### src/rtl/exp_series_datapath.sv
// Exponential-series datapath: accumulates sum of x^k/k! for k = 0..N_TERMS-1, one term per ldTmp pulse.
// Optional saturation of the running sum on overflow is enabled by defining EXP_DP_SAT_EN (default build wraps).
module exp_series_datapath #(
  parameter int FRAC    = 16,
  parameter int N_TERMS = 4,
  parameter int CNT_W   = 4
) (
  input  logic            clk,
  input  logic            rst,
  input  logic [FRAC:0]   x_in,
  input  logic            ldX,
  input  logic            selTmp,
  input  logic            ldTmp,
  output logic            done,
  output logic [FRAC+1:0] result,
  output logic            result_valid,
  output logic            overflow
);

  localparam int SW = FRAC + 2;
  localparam logic [SW-1:0]    ONE     = {2'b01, {FRAC{1'b0}}};
  localparam logic [CNT_W-1:0] CNT_ONE = CNT_W'(1);
  localparam logic [CNT_W-1:0] TERMS   = CNT_W'(N_TERMS);
  localparam logic [CNT_W-1:0] LAST    = CNT_W'(N_TERMS - 1);

  typedef logic [FRAC:0] coef_t;

  // Rounded reciprocal 1/k in Q1.FRAC; evaluated at elaboration only.
  function automatic coef_t coef_of(input int k);
    logic [63:0] num;
    num = (64'd1 << FRAC) + 64'(k / 2);
    return coef_t'(num / 64'(k));
  endfunction

  coef_t coef_rom [1:15];
  for (genvar k = 1; k <= 15; k++) begin : g_rom
    assign coef_rom[k] = coef_of(k);
  end

  logic [FRAC:0]    x_q, x_d;
  logic [SW-1:0]    tmp_q, tmp_d;
  logic [SW-1:0]    sum_q, sum_d;
  logic [CNT_W-1:0] cnt_q, cnt_d;
  logic             valid_q, valid_d;
  logic             ovf_q, ovf_d;

  logic [CNT_W:0]    idx;
  coef_t             coef_sel;
  logic [2*FRAC+2:0] prod_tx;
  logic [FRAC+2:0]   tx_scaled;
  logic [2*FRAC+3:0] prod_coef;
  logic [SW-1:0]     nt;
  logic [SW:0]       add_full;

  assign idx = {1'b0, cnt_q} + {{CNT_W{1'b0}}, 1'b1};

  // Indices beyond the ROM only occur once the series is finished, when nt is unused.
  always_comb begin
    coef_sel = '0;
    for (int k = 1; k <= 15; k++) begin
      if (int'(idx) == k) coef_sel = coef_rom[k];
    end
  end

  assign prod_tx   = {{(FRAC+1){1'b0}}, tmp_q} * {{(FRAC+2){1'b0}}, x_q};
  assign tx_scaled = (FRAC+3)'(prod_tx >> FRAC);
  assign prod_coef = {{(FRAC+1){1'b0}}, tx_scaled} * {{(FRAC+3){1'b0}}, coef_sel};
  assign nt        = SW'(prod_coef >> FRAC);

  assign add_full = {1'b0, sum_q} + {1'b0, tmp_q};

  // Strobe decode: init takes priority over accumulate; X loads independently.
  always_comb begin
    x_d     = x_q;
    tmp_d   = tmp_q;
    sum_d   = sum_q;
    cnt_d   = cnt_q;
    valid_d = valid_q;
    ovf_d   = ovf_q;
    if (ldX) x_d = x_in;
    if (ldTmp && selTmp) begin
      tmp_d   = ONE;
      sum_d   = '0;
      cnt_d   = '0;
      valid_d = 1'b0;
      ovf_d   = 1'b0;
    end else if (ldTmp && (cnt_q < TERMS)) begin
`ifdef EXP_DP_SAT_EN
      sum_d = add_full[SW] ? {SW{1'b1}} : add_full[SW-1:0];
`else
      sum_d = add_full[SW-1:0];
`endif
      tmp_d = nt;
      cnt_d = cnt_q + CNT_ONE;
      if (cnt_q == LAST) valid_d = 1'b1;
      if (add_full[SW]) ovf_d = 1'b1;
    end
  end

  always_ff @(posedge clk or posedge rst) begin
    if (rst) begin
      x_q     <= '0;
      tmp_q   <= '0;
      sum_q   <= '0;
      cnt_q   <= '0;
      valid_q <= 1'b0;
      ovf_q   <= 1'b0;
    end else begin
      x_q     <= x_d;
      tmp_q   <= tmp_d;
      sum_q   <= sum_d;
      cnt_q   <= cnt_d;
      valid_q <= valid_d;
      ovf_q   <= ovf_d;
    end
  end

  assign done         = (cnt_q == LAST);
  assign result       = sum_q;
  assign result_valid = valid_q;
  assign overflow     = ovf_q;

endmodule

### config.mk
export PLATFORM = sky130hd
export DESIGN_NAME = exp_series_datapath
export DESIGN_NICKNAME = d
export VERILOG_FILES = /design/src/rtl/exp_series_datapath.sv
export SDC_FILE = /design/constraint.sdc
export NUM_CORES = 2
export LEC_CHECK = 0
export CORE_MARGIN = 8
export CORE_UTILIZATION = 40
export DETAILED_ROUTE_END_ITERATION = 12
export PLACE_DENSITY = 0.57
export SLEW_MARGIN = 20
export SYNTH_ARGS = -nofsm -noshare
export SYNTH_HDL_FRONTEND = slang
export SYNTH_SLANG_ARGS = --single-unit
### constraint.sdc
create_clock -name clk -period 17.9 [get_ports clk]
set_input_delay 4.475 -clock clk [delete_from_list [all_inputs] [get_ports clk]]
set_output_delay 4.475 -clock clk [all_outputs]
set_load 0.05 [all_outputs]
==> flow_summary.json <==
{
  "grt_pass1_wl_um": 110000,
  "arrival_ps": 14400,
  "first_iter_violations": 1111,
  "layout_commonest_cell": "inv_1",
  "clk_pin_slew_worst_paths_ps": 70,
  "slew_headroom_pct": 24.6,
  "finalMaxSlewViolations": 0,
  "path_class": "flop to flop",
  "syn_area_mm2": 0.0233,
  "vias_per_cell": 5.17,
  "design.core.area_mm2": 0.0576,
  "worst_pin_slew_ps": 1130,
  "grt_pass1_vias": 19600,
  "post_cts_resized": 0,
  "start_util_pct": 40.4,
  "hold_viol": 0,
  "die_h_um": 257,
  "ys.warnings.count": 0,
  "cpMostUsedCell": "fa_1",
  "final_cells": 3428,
  "drtAntennaViolNets": 0,
  "synthArstFlopShare_pct": 100,
  "die_x_um": 257,
  "wl_per_cell_um": 19.7,
  "final_nets": 3394,
  "clock_sinks": 59,
  "grt_usage_pct": 21.0,
  "ctsRootBufferMaster": "clkbuf_16",
  "cp_slowest_cell": "xnor2_1",
  "htree_levels": 3,
  "status": "finished, final reports clean",
  "synth_top_family_by_area": "adder cells",
  "synthDistinctLibCells": 72,
  "synth_area_leaders": "fa_1 (42%), ha_1 (12%), inv_1 (9.9%)",
  "drt-total-wl_um": 67500,
  "multiInputGateArea_mm2": 0.0191,
  "io_pins": 43,
  "path_max_fanout": 19,
  "place_congestion": 0.897,
  "cp_slowest_stage_delay_ps": 810,
  "cts_buffers": 9,
  "drc": 0,
  "period_needed_ps": 14140,
  "dp_hpwl_um": 54900,
  "fp.dieArea_mm2": 0.0661,
  "yosysTopAreaCell": "fa_1",
  "cts_tree": "built",
  "hp-class": "flop to flop",
  "avgSynthCellArea_um2": 8.67,
  "syn_nets": 3419,
  "synthAdderAreaFrac_pct": 54.3,
  "grt.overflow.total": 0,
  "fillers": 5708,
  "antenna_found_initial": 2,
  "synth_xor_xnor_area_share_pct": 2.84,
  "clock_skew_ps": 12.3,
  "ys_seq_area_share_pct": 6.35,
  "ys_seq_elements": 59,
  "seq_area_mm2": 0.00148,
  "synth-compound-area-share_pct": 6.04,
  "port_buffers": 42,
  "worstSetupEndpointType": "flop",
  "maxCapViolCount": 0,
  "first_pass_iters": 5,
  "rows": 88,
  "holdBufCountCts": 0,
  "rsz0062_at_grt": "no",
  "synthToLayoutAreaGrowth_pct": 6.70,
  "worstSetupStartpointType": "flop",
  "drive_gt1_share_pct": 3.91,
  "layout_common_cells": "inv_1 (615), fa_1 (489), nand2_1 (413), ha_1 (227), nor2_1 (190)",
  "fin_setup_tns_ps": 0,
  "post_cts_buffers": 0,
  "synth_mux_area_share_pct": 2.38,
  "ys.flop_type": "dfrtp_1",
  "grt_max_degree": 39,
  "synth_cells": 2681,
  "yosys.area_share.simple_pct": 16.1,
  "fmax_ghz": 0.0707,
  "clkLatencyLatePin_ps": 370,
  "dp_cells": 3410,
  "vias": 17700,
  "finalSetupViolations": 0,
  "synth_edf_count": 0,
  "clockBufferDepth": 2,
  "period_share_pct": 79.0,
  "synth_top_cell_area_share_pct": 42.1,
  "worstPathRequired_ps": 18160
}
==> flip-flops by register name, summed over array words and instances, names as in the netlist <==
signal and count:
cnt_q 4, result 18, tmp_q 18, overflow 1
result_valid 1, x_q 17
==> worst max-delay path: cells and delay by family (launching register included) <==
| kind | cells | cell delay, ps |
|---|---|---|
| AND/OR/NAND/NOR | 6 | 1080 |
| XOR/XNOR | 2 | 1280 |
| adder cells (fa/ha/maj) | 14 | 7290 |
| buffers and inverters | 6 | 330 |
| flip-flops | 1 | 800 |
| AO/OA/AOI/OAI | 12 | 3190 |
==> cells in the mapped netlist, types with 3 or more instances <==
master and count:
ha_1 227, o311a_1 3, and3_1 16, buf_2 3
dfrtp_1 59, a21oi_1 53, xor2_1 19, nand4_1 5
mux2i_1 34, buf_4 3, nand2_1 413, a211oi_1 12
o21a_1 11, or2_2 7, o21ai_1 8, o21bai_1 7
or3_1 6, xnor2_1 42, buf_1 5, fa_1 489
nor2_1 190, a22o_1 9, clkbuf_1 101, nor3_1 14
o31ai_1 7, nor2b_1 5, nand2b_1 7, mux2_2 19
a31oi_1 7, o21ai_0 49, nand3_1 34, inv_1 616
and2_1 140, a21o_1 11, or4_1 3, o31a_1 3
==> area by class of cell <==
class	count	share of cell area (%)
antenna	2	0.0202
clock buffer	9	0.908
clock inverter	7	0.328
inverter	618	9.35
multi-input combinational	1890	76.8
sequential	59	5.95
tap	765	3.86
timing repair buffer	78	2.78
==> through the flow <==
stage                     area (um2)  setup slack [ps]  hold WS [ps]  util [%]
after floorplan                23300              5950           558         -
after global placement         24500              4200           476      42.5
after detailed placement       24500              3750           492      42.5
after CTS                      24800              3700           509      43.1
after global routing           24800              2890           540      43.1
final                          24800              3760           503      43.1
==> final timing paths <==
kind,from,end,slack (ps),depth (start not counted)
hold / removal,overflow,overflow,500,2
min in group asynchronous,rst,result[2],4550,2
setup / recovery,x_q[11],tmp_q[17],3760,40
max in group asynchronous,rst,cnt_q[3],12350,3
setup reg to reg,x_q[11],tmp_q[17],3760,40
hold reg to reg,overflow,overflow,500,2
==> per-layer routing <==
metal	part of all wire (%)	global-route usage [%]	up-vias
met4	3.2	7.16	0
met5	0	0	-
met3	6.3	3.43	109
li1	-	-	7972
met1	42	27.5	9081
met2	48	35.0	544
==> logic make-up (layout without fill, tap and decap cells) <==
logic type                 count (synthesis)  count (layout)
xor gates and xnor gates                  67              67
DFF                                       59              59
adders and majority gates                716             716
buffers and inverters                    732             712
AOI/OAI and AO/OA                        207             207
muxes                                     53              53
other                                      0               2
and+or+nand+nor                          847             847
Power is left out: the tool's default activity adds up to more than one toggle a clock period on the data nets, which glitch-free logic cannot reach.
